## src/rtl/motor_ctrl_n_pkg.sv

```systemverilog
// Shared definitions for the N-channel motor controller: command field layout,
// opcodes, channel modes and the decoded-command record.
package motor_ctrl_n_pkg;

  localparam logic [2:0] OP_SET_RAMP = 3'd0;
  localparam logic [2:0] OP_SET_IMM  = 3'd1;
  localparam logic [2:0] OP_BRAKE    = 3'd2;
  localparam logic [2:0] OP_COAST    = 3'd3;
  localparam logic [2:0] OP_READ     = 3'd4;

  localparam int OP_MSB   = 23;
  localparam int OP_LSB   = 21;
  localparam int CH_MSB   = 20;
  localparam int CH_LSB   = 17;
  localparam int DIR_BIT  = 16;
  localparam int DUTY_MSB = 15;
  localparam int DUTY_LSB = 0;

  localparam logic [3:0] OVF_TAG = 4'hF;

  localparam logic [1:0] MODE_COAST = 2'd0;
  localparam logic [1:0] MODE_DRIVE = 2'd1;
  localparam logic [1:0] MODE_BRAKE = 2'd2;

  typedef struct packed {
    logic [2:0]  op;
    logic [3:0]  ch;
    logic        dir;
    logic [15:0] duty;
  } cmd_t;

  function automatic cmd_t decode_cmd(input logic [23:0] word);
    cmd_t c;
    c.op   = word[OP_MSB:OP_LSB];
    c.ch   = word[CH_MSB:CH_LSB];
    c.dir  = word[DIR_BIT];
    c.duty = word[DUTY_MSB:DUTY_LSB];
    return c;
  endfunction

endpackage

```

## src/rtl/motor_ctrl_n_channel.sv

```systemverilog
// One motor channel: drive mode, ramped duty with safe direction reversal,
// bridge/PWM outputs and a debounced, saturating encoder counter.
module motor_channel
  import motor_ctrl_n_pkg::*;
#(
  parameter int PWM_BITS  = 11,
  parameter int CNT_BITS  = 12,
  parameter int DEB_DELAY = 5
) (
  input  logic                clk,
  input  logic                rst,
  input  logic                cmd_valid,
  input  logic [2:0]          cmd_op,
  input  logic                cmd_dir,
  input  logic [PWM_BITS-1:0] cmd_duty,
  input  logic                tick,
  input  logic [PWM_BITS-1:0] pwm_cnt,
  input  logic                clr,
  input  logic                ppr,
  output logic                ina,
  output logic                inb,
  output logic                pwm,
  output logic [CNT_BITS-1:0] cnt,
  output logic                pending
);

  localparam int DW = $clog2(DEB_DELAY + 1);
  localparam logic [DW-1:0] DEB_LAST = DW'(DEB_DELAY - 1);
  localparam logic [CNT_BITS-1:0] CNT_MAX = '1;

  logic [1:0]          mode_reg, mode_next;
  logic                dir_reg, dir_next;
  logic                dir_req_reg, dir_req_next;
  logic [PWM_BITS-1:0] cur_reg, cur_next;
  logic [PWM_BITS-1:0] tgt_reg, tgt_next;

  logic                raw_reg;
  logic                stable_reg;
  logic [DW-1:0]       deb_cnt_reg;
  logic                pulse;
  logic [CNT_BITS-1:0] cnt_reg, cnt_next;
  logic                pend_reg, pend_next;

  always_comb begin
    mode_next    = mode_reg;
    dir_next     = dir_reg;
    dir_req_next = dir_req_reg;
    cur_next     = cur_reg;
    tgt_next     = tgt_reg;
    // A pending reversal first winds the duty down; the applied direction
    // only changes once the bridge has actually reached zero.
    if (mode_reg == MODE_DRIVE) begin
      if (dir_req_reg != dir_reg) begin
        if (cur_reg == '0)
          dir_next = dir_req_reg;
        else if (tick)
          cur_next = cur_reg - 1'b1;
      end else if (tick) begin
        if (cur_reg < tgt_reg)
          cur_next = cur_reg + 1'b1;
        else if (cur_reg > tgt_reg)
          cur_next = cur_reg - 1'b1;
      end
    end
    if (cmd_valid) begin
      case (cmd_op)
        OP_SET_RAMP: begin
          mode_next    = MODE_DRIVE;
          tgt_next     = cmd_duty;
          dir_req_next = cmd_dir;
        end
        OP_SET_IMM: begin
          mode_next    = MODE_DRIVE;
          cur_next     = cmd_duty;
          tgt_next     = cmd_duty;
          dir_next     = cmd_dir;
          dir_req_next = cmd_dir;
        end
        OP_BRAKE, OP_COAST: begin
          mode_next    = (cmd_op == OP_BRAKE) ? MODE_BRAKE : MODE_COAST;
          cur_next     = '0;
          tgt_next     = '0;
          dir_next     = dir_reg;
          dir_req_next = dir_reg;
        end
        default: ;
      endcase
    end
  end

  assign pulse = raw_reg && !stable_reg && (deb_cnt_reg == DEB_LAST);

  always_comb begin
    cnt_next  = cnt_reg;
    pend_next = pend_reg;
    if (clr) begin
      cnt_next  = CNT_BITS'(pulse);
      pend_next = 1'b0;
    end else if (!pend_reg && pulse) begin
      cnt_next = cnt_reg + 1'b1;
      if (cnt_reg == CNT_MAX - 1'b1)
        pend_next = 1'b1;
    end
  end

  always_ff @(posedge clk or posedge rst) begin
    if (rst) begin
      mode_reg    <= MODE_COAST;
      dir_reg     <= 1'b0;
      dir_req_reg <= 1'b0;
      cur_reg     <= '0;
      tgt_reg     <= '0;
      raw_reg     <= 1'b0;
      stable_reg  <= 1'b0;
      deb_cnt_reg <= '0;
      cnt_reg     <= '0;
      pend_reg    <= 1'b0;
    end else begin
      mode_reg    <= mode_next;
      dir_reg     <= dir_next;
      dir_req_reg <= dir_req_next;
      cur_reg     <= cur_next;
      tgt_reg     <= tgt_next;
      raw_reg     <= ppr;
      if (raw_reg == stable_reg) begin
        deb_cnt_reg <= '0;
      end else if (deb_cnt_reg == DEB_LAST) begin
        stable_reg  <= raw_reg;
        deb_cnt_reg <= '0;
      end else begin
        deb_cnt_reg <= deb_cnt_reg + 1'b1;
      end
      cnt_reg     <= cnt_next;
      pend_reg    <= pend_next;
    end
  end

  logic drive_on, brake_on, nonzero;
  assign drive_on = (mode_reg == MODE_DRIVE);
  assign brake_on = (mode_reg == MODE_BRAKE);
  assign nonzero  = (cur_reg != '0);

  assign ina     = brake_on | (drive_on & dir_reg & nonzero);
  assign inb     = brake_on | (drive_on & ~dir_reg & nonzero);
  assign pwm     = brake_on | (drive_on & (pwm_cnt < cur_reg));
  assign cnt     = cnt_reg;
  assign pending = pend_reg;

endmodule

```

## src/rtl/motor_ctrl_n.sv

```systemverilog
// N-channel DC motor controller: command decode, shared PWM counter and ramp
// prescaler, per-channel instances and the single-slot report arbiter.
module motor_ctrl_n
  import motor_ctrl_n_pkg::*;
#(
  parameter int CHANNELS  = 2,
  parameter int PWM_BITS  = 11,
  parameter int CNT_BITS  = 12,
  parameter int DEB_DELAY = 5,
  parameter int RAMP_DIV  = 16
) (
  input  logic                clk,
  input  logic                rst,
  output logic [CHANNELS-1:0] motor_ina,
  output logic [CHANNELS-1:0] motor_inb,
  output logic [CHANNELS-1:0] motor_pwm,
  input  logic [CHANNELS-1:0] ppr_sence,
  input  logic [3:0]          in_ctrl,
  input  logic [23:0]         in_data,
  input  logic                in_wr,
  output logic [3:0]          out_ctrl,
  output logic [23:0]         out_data,
  output logic                out_wr
);

  localparam int PW = (RAMP_DIV > 1) ? $clog2(RAMP_DIV) : 1;
  localparam logic [PW-1:0] PRESC_LAST = PW'(RAMP_DIV - 1);

  cmd_t                cmd;
  logic                is_read;
  logic                unused_duty;
  logic [PWM_BITS-1:0] pwm_cnt_reg;
  logic [PW-1:0]       presc_reg;
  logic                tick;

  logic [CHANNELS-1:0] sel;
  logic [CHANNELS-1:0] clr;
  logic [CHANNELS-1:0] grant;
  logic [CHANNELS-1:0] pending;
  logic [CNT_BITS-1:0] cnt [CHANNELS];

  logic [CNT_BITS-1:0] rd_cnt, ovf_cnt;
  logic [3:0]          grant_idx;
  logic                found;

  logic                out_wr_reg;
  logic [3:0]          out_ctrl_reg;
  logic [23:0]         out_data_reg;

  assign cmd         = decode_cmd(in_data);
  assign is_read     = in_wr && (cmd.op == OP_READ);
  assign unused_duty = ^cmd.duty;
  assign tick        = (presc_reg == PRESC_LAST);

  always_ff @(posedge clk or posedge rst) begin
    if (rst) begin
      pwm_cnt_reg <= '0;
      presc_reg   <= '0;
    end else begin
      pwm_cnt_reg <= pwm_cnt_reg + 1'b1;
      presc_reg   <= tick ? '0 : presc_reg + 1'b1;
    end
  end

  for (genvar gi = 0; gi < CHANNELS; gi++) begin : g_ch
    // Out-of-range channel numbers never match, so they select nothing.
    assign sel[gi] = (cmd.ch == 4'(gi));
    assign clr[gi] = (is_read && sel[gi]) || grant[gi];

    motor_channel #(
      .PWM_BITS (PWM_BITS),
      .CNT_BITS (CNT_BITS),
      .DEB_DELAY(DEB_DELAY)
    ) u_ch (
      .clk      (clk),
      .rst      (rst),
      .cmd_valid(in_wr && !cmd.op[2] && sel[gi]),
      .cmd_op   (cmd.op),
      .cmd_dir  (cmd.dir),
      .cmd_duty (PWM_BITS'(cmd.duty)),
      .tick     (tick),
      .pwm_cnt  (pwm_cnt_reg),
      .clr      (clr[gi]),
      .ppr      (ppr_sence[gi]),
      .ina      (motor_ina[gi]),
      .inb      (motor_inb[gi]),
      .pwm      (motor_pwm[gi]),
      .cnt      (cnt[gi]),
      .pending  (pending[gi])
    );
  end

  // READ owns the report slot; otherwise the lowest pending channel wins.
  always_comb begin
    rd_cnt    = '0;
    ovf_cnt   = '0;
    grant     = '0;
    grant_idx = '0;
    found     = 1'b0;
    for (int i = 0; i < CHANNELS; i++) begin
      if (sel[i])
        rd_cnt = cnt[i];
      if (!is_read && pending[i] && !found) begin
        grant[i]  = 1'b1;
        grant_idx = 4'(i);
        ovf_cnt   = cnt[i];
        found     = 1'b1;
      end
    end
  end

  always_ff @(posedge clk or posedge rst) begin
    if (rst) begin
      out_wr_reg   <= 1'b0;
      out_ctrl_reg <= '0;
      out_data_reg <= '0;
    end else begin
      out_wr_reg <= is_read || found;
      if (is_read) begin
        out_ctrl_reg <= in_ctrl;
        out_data_reg <= {cmd.ch, 20'(rd_cnt)};
      end else if (found) begin
        out_ctrl_reg <= OVF_TAG;
        out_data_reg <= {grant_idx, 20'(ovf_cnt)};
      end
    end
  end

  assign out_wr   = out_wr_reg;
  assign out_ctrl = out_ctrl_reg;
  assign out_data = out_data_reg;

endmodule
```

## config.mk

```make
export PLATFORM = sky130hd
export DESIGN_NAME = motor_ctrl_n
export DESIGN_NICKNAME = d
export VERILOG_FILES = /design/src/rtl/motor_ctrl_n_pkg.sv /design/src/rtl/motor_ctrl_n_channel.sv /design/src/rtl/motor_ctrl_n.sv
export SDC_FILE = /design/constraint.sdc
export NUM_CORES = 1
export LEC_CHECK = 0
export ABC_AREA = 0
export BUFFER_PORTS_ARGS = -buffer_cell sky130_fd_sc_hd__buf_4
export CORE_ASPECT_RATIO = 2
export CORE_UTILIZATION = 35
export DETAILED_ROUTE_END_ITERATION = 6
export SLEW_MARGIN = 20
export SYNTH_ARGS = -nofsm -noshare
export SYNTH_HDL_FRONTEND = slang
export SYNTH_HIERARCHICAL = 1
export SYNTH_SLANG_ARGS = --single-unit
```

## constraint.sdc

```tcl
create_clock -name clk -period 5.6 [get_ports clk]
set_input_delay 0.28 -clock clk [delete_from_list [all_inputs] [get_ports clk]]
set_output_delay 0.28 -clock clk [all_outputs]
set_load 0.1 [all_outputs]
```

* After elaboration in Yosys (flattened, before gate mapping)
Cells that the tools add are included. Widths: inputs -> output; s select.
Word-level totals: flip-flop bits (word level) 132, input port bits 33, output and inout bits 35, word-level logic and storage cells 186
Cells by class: $add $sub $neg 10, order comparisons 6, equality and inequality tests 20, multiplexer cells 60, bitwise logic cells 20, reductions and logical operators 45
Operators with widths (count):
- $mux 11 | 16
- $mux 12 | 8
- $pmux 11 s2 | 3
- $mux 24 | 2
- $lt 11x11->1 | 4
- $add 11x1->11 const B | 3
- $add 12x1->12 const B | 2
- $eq 12x12->1 const B | 2
- $gt 11x11->1 | 2
- $logic_not 11->1 | 2
- $reduce_bool 11->1 | 2
- $sub 11x1->11 const B | 2
- $mux 1 | 18
- $logic_and 1x1->1 | 15
- $mux 3 | 4
- $mux 4 | 3
- $reduce_and 2->1 | 6
- $reduce_bool 2->1 | 6
- $and 1x1->1 | 10
- $eq 3x3->1 const B | 3
- $pmux 1 s2 | 4
- $logic_not 1->1 | 7
- $add 3x1->3 const B | 2
- $eq 3x2->1 const B | 2
- 17 further kinds | 33

* Longest topological paths before layout
Gate-level depths: netlist of the first run.
word-level depth 11, depth in mapped cells 9, mapped depth without buffers 9

* By module
Netlist of the first run, hierarchy kept.
By module, submodules not included:
- motor_channel | instances 2, cells each 400, area each 3433.3 sq um, sequential area each 1101.1 sq um
- motor_ctrl_n | instances 1, cells each 170, area each 1846.8 sq um, sequential area each 900.9 sq um

* Worst setup path after synthesis of the first run
No wires, ideal clock.
kind flip-flop to output port, from register g_ch[0].u_ch.cur_reg[1], to output port motor_ina[0], arrival 3384 ps, data required time 5320 ps, path slack 1936 ps, cell stages (with the launch flop) 7, buffers on the path 0, path through dfrtp_1 inv_1 ha_1 nor3b_4 nand3_1 nor2_1 o31ai_1
Between the ends: word-level cells in the longest chain between the ends 3
RTL lines:
- start, declared | RTL line motor_ctrl_n_channel.sv:34 | logic [PWM_BITS-1:0] cur_reg, cur_next;
- start signal, assigned | RTL line motor_ctrl_n_channel.sv:122 | cur_reg <= cur_next;
- $reduce_bool 11->1 | RTL line motor_ctrl_n_channel.sv:141 | assign nonzero = (cur_reg != '0);
- $and 1x1->1 | RTL line motor_ctrl_n_channel.sv:143 | assign ina = brake_on | (drive_on & dir_reg & nonzero);
- $or 1x1->1 | RTL line motor_ctrl_n_channel.sv:143
- end, declared | RTL line motor_ctrl_n.sv:14 | output logic [CHANNELS-1:0] motor_ina,
No other way between the ends.

* Worst setup path after layout of the first run
from register g_ch[1].u_ch.cur_reg[1], to output port motor_pwm[1]
Between the ends: word-level cells in the longest chain between the ends 3
RTL lines:
- start, declared | RTL line motor_ctrl_n_channel.sv:34
- start signal, assigned | RTL line motor_ctrl_n_channel.sv:122
- $lt 11x11->1 | RTL line motor_ctrl_n_channel.sv:145 | assign pwm = brake_on | (drive_on & (pwm_cnt < cur_reg));
- $and 1x1->1 | RTL line motor_ctrl_n_channel.sv:145
- $or 1x1->1 | RTL line motor_ctrl_n_channel.sv:145
- end, declared | RTL line motor_ctrl_n.sv:16 | output logic [CHANNELS-1:0] motor_pwm,
No other way between the ends.

==> flow_summary.toml, run 1 <==
[outcome]
status = "completed"

[global_routing]
grt_pass1_wl_um = 44800
grt_overflow_total = 0
grt_pass1_vias = 8082
grt_util_all_layers_pct = 23.6
grt_max_degree = 45
antenna_found_initial = 0

[setup_path]
critPathLaunchType = "flip-flop"
cp_common_cell = "a21o_1"
cp_max_fo = 7
cp-end-kind = "output pin"
cp_data_arrival_time_ns = 3.11
required_ns = 5.32
slowest_stage = "dfrtp_1"
crit_path_cell_trace = "inv_1 -> ha_1 -> a21o_1 -> a21o_1 -> a211o_1 -> a21oi_1 -> o21ai_1 -> a31oi_1 -> buf_4"
path_class = "reg -> out"
cpPeakStageDelay_ns = 0.57

[pwr]
irDropWorstVdd_mv = 0.317
p_per_area_mw_per_mm2 = 404
power_leakage_uw = 0.00439

[logic_synthesis]
yosysTopAreaCell = "dfrtp_1"
ys_seq_elements = 124
synthArstFlopShare_pct = 100
yosysWarningCount = 6
avgSynthCellArea_um2 = 8.98
synth_edf_count = 0
yosys-top-cells-area = "dfrtp_1 (36%), ha_1 (8.3%), nor2_1 (4.0%)"
synth_common_cells = "dfrtp_1 (124), nor2_1 (93), nand2_1 (68)"
ys_seq_area_share_pct = 35.6
synthesis.area_mm2 = 0.00871
synth_most_common_cell = "dfrtp_1"
ys_types = 72
synth_top_cell_area_share_pct = 35.6
synthCells = 970
synth_ff_type = "dfrtp_1"

[timing]
period_needed_ns = 3.39
hold_viol = 0
max_freq_mhz = 295
hold_ws_ns = 0.0757
finalSetupViolCount = 0
rsz0062_at_grt = "false"
finalMaxSlewViolations = 0
post-route-period-util_pct = 60.6
tightest_slew_ns = 0.897
slew_headroom_pct = 39.8
clock_skew_ns = 0.0142
finalSetupTns_ns = 0

[floorplan]
initial_core_util_pct = 35.7
ios = 68
die_h_um = 225
num_rows = 81
core-area_mm2 = 0.0244
die-area_mm2 = 0.0256
fp.dieW_um = 114

[clock_network]
htreeDepth = 4
clk-insertion-delay-late_ns = 0.44
cts_buffers = 17
cts_tree = "yes"
cts_setup_buffers = 0
clock-sinks = 124
clk_pin_slew_ns = 0.06
ctsHoldBuffers = 3
cts_resized = 0
cts_root_buffer = "clkbuf_16"
cts_max_path_buffers = 2

[layout]
finalNetCount = 1109
antennaDiodeCount = 0
drive_gt1_share_pct = 14.2
largest_reg_flops = 24
multi_input_area_mm2 = 0.00509
finish.instance_area_mm2 = 0.0100
nFillCells = 2491
finish.utilization_pct = 41.1
final-seq-area_mm2 = 0.00310
areaGrowthSynthToFinish_pct = 15.1

[placement]
port_buffers = 54
post-dp-hpwl_um = 21200
placed_cell_area_mm2 = 0.00937
place_congestion = 1.01

[hold_path]
hold_path_class = "in -> reg"

[drt]
vias_per_cell = 5.81
wirelength_um = 29200
drcViolationCount = 0
drt_iter0_drc = 639
wl_per_cell_um = 21.4
drtAntennaViolNets = 0
dr_total_vias = 7918
first_pass_iters = 6

[flow_run]
cap_violations = 0
-- critical path: cells and delay by family, from the launching register on --
kind,cells,cell delay (ns)
adder cells (fa/ha/maj),1,0.32
AO/OA/AOI/OAI,6,1.19
buffers and inverters,2,0.58
flip-flops,1,0.57
-- placed cells by master (no fill, tap or decap), types with 10 or more instances in the layout --
master     instances
nand3b_1          26
mux2i_1           17
dfrtp_1          124
clkbuf_16         17
and4_1            11
buf_4             71
and3_1            18
inv_1             53
nor3_1            14
a211oi_1          19
nand2_1           68
o31ai_1           11
o21ai_0           45
o211ai_1          10
nand4_1           30
a21oi_1           41
o21a_1            10
xor2_1            17
nand2b_1          16
o21ai_1           20
ha_1              58
a221oi_1          11
nor2_1            93
a31oi_1           17
xnor2_1           27
nand3_1           35
-- layer usage --
layer  GRT usage (%)  share of wire [%]  vias up
met5               0                  0        -
met4            20.1                8.3        0
met3            4.73                4.3      140
met2            43.2                 53      300
met1            22.1                 35     3838
li1                -                  -     3640
-- path summary, 6_finish.rpt --
kind                       depth (start not counted)                        start                          end  slack, ns
max                                                9      g_ch[1].u_ch/cur_reg[1]                 motor_pwm[1]       2.21
min reg2reg                                        1  g_ch[1].u_ch/deb_cnt_reg[0]  g_ch[1].u_ch/deb_cnt_reg[0]       0.47
min                                                2                   in_ctrl[2]                  out_ctrl[2]       0.08
max reg2reg                                        8      g_ch[1].u_ch/cur_reg[4]      g_ch[1].u_ch/cur_reg[4]       2.57
min in group asynchronous                          4                          rst                  out_data[3]       0.53
max in group asynchronous                          3                          rst      g_ch[0].u_ch/cur_reg[1]       4.48
-- report_power, final --
group          switching, uW  internal, uW  total, uW
sequential               239          1050       1290
combinational           1070           503       1580
clock                    447           738       1190
-- cell families (layout without fill, tap and decap cells) --
family | count (synthesis) | after routing | synth area share [%]
AO/OA/AOI/OAI | 256 | 256 | 20.3
buffers and inverters | 113 | 166 | 6.26
other | 1 | 8 | 0.0430
multiplexers | 22 | 22 | 2.60
flip-flops | 124 | 124 | 35.6
AND/OR/NAND/NOR | 352 | 352 | 22.4
XOR/XNOR | 44 | 44 | 4.42
adder cells (fa/ha/maj) | 58 | 58 | 8.33
-- stage by stage --
step	total power (uW)	instances	worst slack, ns
2_1_floorplan	2410	977	1.94
4_1_cts	4050	1362	2.17
3_5_place_dp	2840	1328	2.49
3_3_place_gp	2830	1328	2.54
5_1_grt	4240	1362	2.06
6_report	4050	1362	2.21
-- final cells by class --
| class | instances | area share, % |
|---|---|---|
| multi-input cells | 740 | 50.8 |
| inverters | 61 | 2.32 |
| well taps | 332 | 4.14 |
| clock inverters | 11 | 1.55 |
| clock buffers | 20 | 4.65 |
| repair buffers | 74 | 5.62 |
| flip-flops and latches | 124 | 30.9 |
Power figures use the tool's default switching activity.
==> run 2, diff against run 1 <==
==> constraint.sdc (replaced) <==
create_clock -name clk -period 3.4 [get_ports clk]
set_input_delay 0.17 -clock clk [delete_from_list [all_inputs] [get_ports clk]]
set_output_delay 0.17 -clock clk [all_outputs]
set_load 0.1 [all_outputs]
==> flow_summary.toml, run 2 (same netlist as run 1, synthesis figures left out) <==
[pwr]
p_sw_uw = 2970
power_leakage_uw = 0.00454
p_seq_share_pct = 29.7
swShare_pct = 44.2
p_per_area_mw_per_mm2 = 654
clkPwrFrac_pct = 27.9
internal_power_uw = 3760
irDropWorstVdd_mv = 0.426
power.total_uw = 6730
comb_power_share_pct = 42.5

[floorplan]
die_h_um = 225
core-area_mm2 = 0.0244
fp.dieW_um = 114
initial_core_util_pct = 35.7
die-area_mm2 = 0.0256
num_rows = 81
ios = 68

[global_routing]
antenna_found_initial = 0
grt_util_all_layers_pct = 24.9
grt_max_degree = 45
grt_pass1_wl_um = 47100
grt_overflow_total = 0
grt_pass1_vias = 8398

[layout]
drive_gt1_share_pct = 16.1
finalNetCount = 1144
antennaDiodeCount = 0
nFillCells = 2455
areaGrowthSynthToFinish_pct = 18.1
finish.instance_area_mm2 = 0.0103
largest_reg_flops = 24
final_common_cell = "dfrtp_1"
stdcell_count = 1398
final_cell_mix = "dfrtp_1 (124), buf_4 (97), nor2_1 (93), nand2_1 (68), ha_1 (58)"

[setup_path]
required_ns = 3.23
reg2reg_to = "g_ch[1].u_ch/cur_reg[5]"
cp_max_fo = 11
slowest_stage = "dfrtp_1"
cp-startpoint = "g_ch[0].u_ch/cur_reg[2]"
reg2reg_depth = 8
path_class = "reg -> out"
cpPeakStageDelay_ns = 0.61
r2r-start = "g_ch[1].u_ch/cur_reg[10]"
cp-end-kind = "output pin"
cp_data_arrival_time_ns = 2.96
crit_path_cell_trace = "inv_2 -> ha_1 -> a21o_1 -> a211o_1 -> a21oi_1 -> o21ai_1 -> a31oi_1 -> buf_4"
crit_end = "motor_pwm[0]"
reg2reg_slack_ns = 0.27
critPathLaunchType = "flip-flop"

[drt]
first_pass_iters = 5
dr_total_vias = 8153
drcViolationCount = 0
wirelength_um = 30100
drt_iter0_drc = 671
drtAntennaViolNets = 0
vias_per_cell = 5.83
wl_per_cell_um = 21.5

[clock_network]
clock-sinks = 124
cts_root_buffer = "clkbuf_16"
htreeDepth = 4
clk-insertion-delay-late_ns = 0.44
cts_max_path_buffers = 2
cts_buffers = 17
cts_resized = 0
cts_tree = "yes"
clk_pin_slew_ns = 0.06

[placement]
place_congestion = 0.983
post-dp-hpwl_um = 22400
placed_cell_area_mm2 = 0.00957
place_inst = 1354
port_buffers = 54

[timing]
rsz0062_at_grt = "false"
clock_skew_ns = 0.0119
hold_viol = 0
slew_headroom_pct = 40.1
max_freq_mhz = 319
finalSetupViolCount = 0
tightest_slew_ns = 0.899
period_needed_ns = 3.13
finalMaxSlewViolations = 0
post-route-period-util_pct = 92.2

[hold_path]
holdPathStages = 3
hold_path_class = "in -> reg"
hp-start = "in_data[10]"

[outcome]
status = "completed"

[flow_run]
cap_violations = 0
run 2: area by class of cell:
cell class / count / area, um^2 / share of cell area (%)
Clock buffer: 19 / 443 / 4.31
Multi-Input combinational cell: 740 / 5090 / 49.5
Clock inverter: 13 / 153 / 1.48
Sequential cell: 124 / 3100 / 30.2
Timing Repair Buffer: 109 / 848 / 8.25
Inverter: 61 / 234 / 2.27
Tap cell: 332 / 415 / 4.04
run 2: per-layer routing:
metal  global-route usage (%)  wire length (um)
met5                        0                 0
met4                     20.4              2470
met3                     4.38              1270
met2                     45.1             16100
met1                     24.2             10300
run 2: power by group through the flow:
| stage | Combinational [uW] | Clock (uW) | Sequential (uW) |
|---|---|---|---|
| finish | 2860 | 1870 | 2000 |
| global route | 3090 | 1980 | 2030 |
| CTS | 2840 | 1930 | 1990 |
| detailed placement | 2810 | 0 | 2010 |
| global placement | 2780 | 0 | 2010 |
| floorplan | 1660 | 0 | 2320 |
run 2: through the flow:
step,hold slack (ns),util (%),setup slack (ns),TNS [ns]
detailed placement,0.282,39.2,0.518,0
finish,0.0386,42.1,0.265,0
global route,0.0245,42.1,0.127,0
CTS,0.0152,42.1,0.230,0
global placement,0.280,39.2,0.522,0
floorplan,0.201,-,-0.154,-0.616
run 2: worst min-delay path by stage:
| stage | end | slack (ns) |
|---|---|---|
| final | g_ch[1].u_ch/tgt_reg[10] | 0.04 |
| after global routing | g_ch[0].u_ch/cur_reg[0] | 0.02 |
| after CTS | g_ch[1].u_ch/cur_reg[10] | 0.02 |
| after detailed placement | g_ch[0].u_ch/raw_reg | 0.28 |
| after global placement | g_ch[0].u_ch/raw_reg | 0.28 |
| after floorplan | g_ch[0].u_ch/raw_reg | 0.20 |
run 2: worst max-delay path: cells and delay by family (launching register included):
family / cells / cell delay [ns]
fa+ha+maj: 1 / 0.30
compound gates: 5 / 1.08
buf+inv: 2 / 0.53
flops: 1 / 0.61
run 2: repair_timing:
item,4_1_cts,5_1_grt
endpoints found under the hold margin,48,0
hold buffers,12,0
endpoints found under the setup margin,0,0
setup buffers,0,0
==> run 3, diff against run 2 <==
--- a/config.mk
+++ b/config.mk
@@ -13,5 +13,4 @@
 export SLEW_MARGIN = 20
 export SYNTH_ARGS = -nofsm -noshare
 export SYNTH_HDL_FRONTEND = slang
-export SYNTH_HIERARCHICAL = 1
 export SYNTH_SLANG_ARGS = --single-unit
==> flow_summary.toml, run 3 <==
[outcome]
status = "complete, but fails checks"
violations = "design-rule violations"

[setup_path]
slowest_stage = "or4_4"
cpPeakStageDelay_ns = 0.52
r2r-start = "g_ch[0].u_ch.cur_reg[0]"
path_class = "reg -> out"
critPathBufInv = 2
crit_path_cell_trace = "inv_1 -> ha_1 -> or3b_4 -> or4_4 -> nor2_1 -> nor2_1 -> nand2_1 -> nand2_1 -> buf_4"
cp-startpoint = "g_ch[0].u_ch.cur_reg[0]"
cp-end-kind = "output pin"
critPathLaunchType = "flip-flop"
cp_data_arrival_time_ns = 3.11
required_ns = 3.23
critical-path-top-delay-family = "simple AND/OR/NAND/NOR gates"
cp_max_fo = 6

[placement]
post-dp-hpwl_um = 18900
placed_cell_area_mm2 = 0.00859
port_buffers = 54
place_congestion = 0.986

[layout]
final_cell_mix = "dfrtp_1 (124), nand2_1 (103), nor2_1 (83), buf_4 (77), inv_1 (70)"
final_common_cell = "dfrtp_1"
areaGrowthSynthToFinish_pct = 19.5
finish.instance_area_mm2 = 0.00936
drive_gt1_share_pct = 12.9
largest_reg_flops = 24
antennaDiodeCount = 0
finalNetCount = 1067

[clock_network]
clk-insertion-delay-late_ns = 0.42
htreeDepth = 4
cts_root_buffer = "clkbuf_16"
cts_buffers = 17
clk_pin_slew_ns = 0.06
cts_tree = "yes"
clock-sinks = 124
cts_max_path_buffers = 2

[timing]
slew_headroom_pct = 28.1
period_needed_ns = 3.28
clock_skew_ns = 0.00847
rsz0062_at_grt = "false"
max_freq_mhz = 305
hold_viol = 0
finalSetupViolCount = 0
finalMaxSlewViolations = 0
tightest_slew_ns = 1.07
finalSetupTns_ns = 0
post-route-period-util_pct = 96.4

[floorplan]
ios = 68
num_rows = 77
die_h_um = 213
initial_core_util_pct = 35.5
die-area_mm2 = 0.0230
fp.dieW_um = 108
core-area_mm2 = 0.0221

[drt]
dr_total_vias = 7115
wirelength_um = 24800
drt_iter0_drc = 429
wl_per_cell_um = 19.6
drtAntennaViolNets = 0
vias_per_cell = 5.62
first_pass_iters = 7
drcViolationCount = 2

[logic_synthesis]
synth_edf_count = 0
ys_seq_area_share_pct = 39.6
synth_common_cells = "dfrtp_1 (124), nand2_1 (103), nor2_1 (83)"
synthCells = 902
ys_seq_elements = 124
synth_ff_type = "dfrtp_1"
synth_top_cell_area_share_pct = 39.6
yosysTopAreaCell = "dfrtp_1"
ys_types = 71
synthesis.area_mm2 = 0.00783
yosysWarningCount = 0
yosys-top-cells-area = "dfrtp_1 (40%), ha_1 (9.3%), nand2_1 (4.9%)"
avgSynthCellArea_um2 = 8.68
synthArstFlopShare_pct = 100
synth_most_common_cell = "dfrtp_1"

[flow_run]
cap_violations = 0

[global_routing]
grt_overflow_total = 0
grt_max_degree = 51
grt_util_all_layers_pct = 22.9
grt_pass1_vias = 7201
grt_pass1_wl_um = 39100
antenna_found_initial = 0

[pwr]
power_leakage_uw = 0.00425
p_per_area_mw_per_mm2 = 654
irDropWorstVdd_mv = 0.607

[hold_path]
hold_path_class = "in -> reg"
hp-start = "in_data[9]"
==> run 3: changes by cell type after synthesis, sizes merged, moves of 10 or more <==
cell and change:
a211oi -13, a222oi +12, and3 -11, and4 -10, buf -10, inv +12, nand2 +34, nand3b -24
nand4 -15, nor2 -10
==> run 3: area by class of cell <==
class	count	area (um^2)
fillers	2205	12700
multi-input cells	667	4260
flip-flops and latches	124	3100
repair buffers	95	778
clock buffers	20	467
well taps	276	345
inverters	71	270
clock inverters	12	138
==> run 3: path summary, 6_finish.rpt <==
kind | end | slack, ns | cells after the start
max | motor_ina[0] | 0.12 | 9
min | g_ch[1].u_ch.cur_reg[9] | 0.04 | 2
max reg2reg | g_ch[0].u_ch.cur_reg[4] | 0.26 | 8
min reg2reg | g_ch[0].u_ch.deb_cnt_reg[0] | 0.47 | 1
max in group asynchronous | pwm_cnt_reg[10] | 2.18 | 4
min in group asynchronous | g_ch[0].u_ch.raw_reg | 0.47 | 3
==> run 3: cell families after synthesis <==
logic type / count (synthesis) / synth area share (%)
buf+inv: 118 / 6.44
other cells: 1 / 0.0479
xor+xnor: 42 / 4.70
mux: 10 / 1.31
fa+ha+maj: 59 / 9.40
compound gates: 221 / 18.9
simple gates: 327 / 19.5
flops: 124 / 39.6
==> run 3: where the power goes <==
group | internal, uW | total (uW) | switching (uW)
clock network | 1140 | 1860 | 718
registers | 1720 | 2040 | 319
logic | 744 | 2230 | 1480
total | 3600 | 6120 | 2520
==> run 3: routing by layer <==
metal  share of wire, %  vias to the layer above  track usage [%]  wire length [um]
met4                6.7                        0             16.2              1660
met3                4.3                      100             4.59              1060
li1                   -                     3360                -                 -
met5                  0                        -                0                 0
met1                 33                     3438             21.1              8300
met2                 56                      217             43.6             13800
==> run 3: per-stage QoR <==
| stage | std cells | setup slack, ns | utilization (%) | hold WS, ns | power (uW) |
|---|---|---|---|---|---|
| after floorplan | 909 | 0.698 | - | 0.201 | 3600 |
| after global placement | 1217 | 0.413 | 38.9 | 0.281 | 4210 |
| after detailed placement | 1217 | 0.401 | 38.9 | 0.281 | 4240 |
| after CTS | 1265 | 0.166 | 42.4 | 0.0196 | 6150 |
| after global routing | 1265 | 0.0161 | 42.4 | 0.0308 | 6490 |
| final | 1265 | 0.122 | 42.4 | 0.0378 | 6120 |
==> run 3: what timing repair did <==
action                    4_1_cts  5_1_grt
hold buffers                   16        0
buffers inserted                0        0
hold endpoints to repair       50        0
resized for setup               0        0
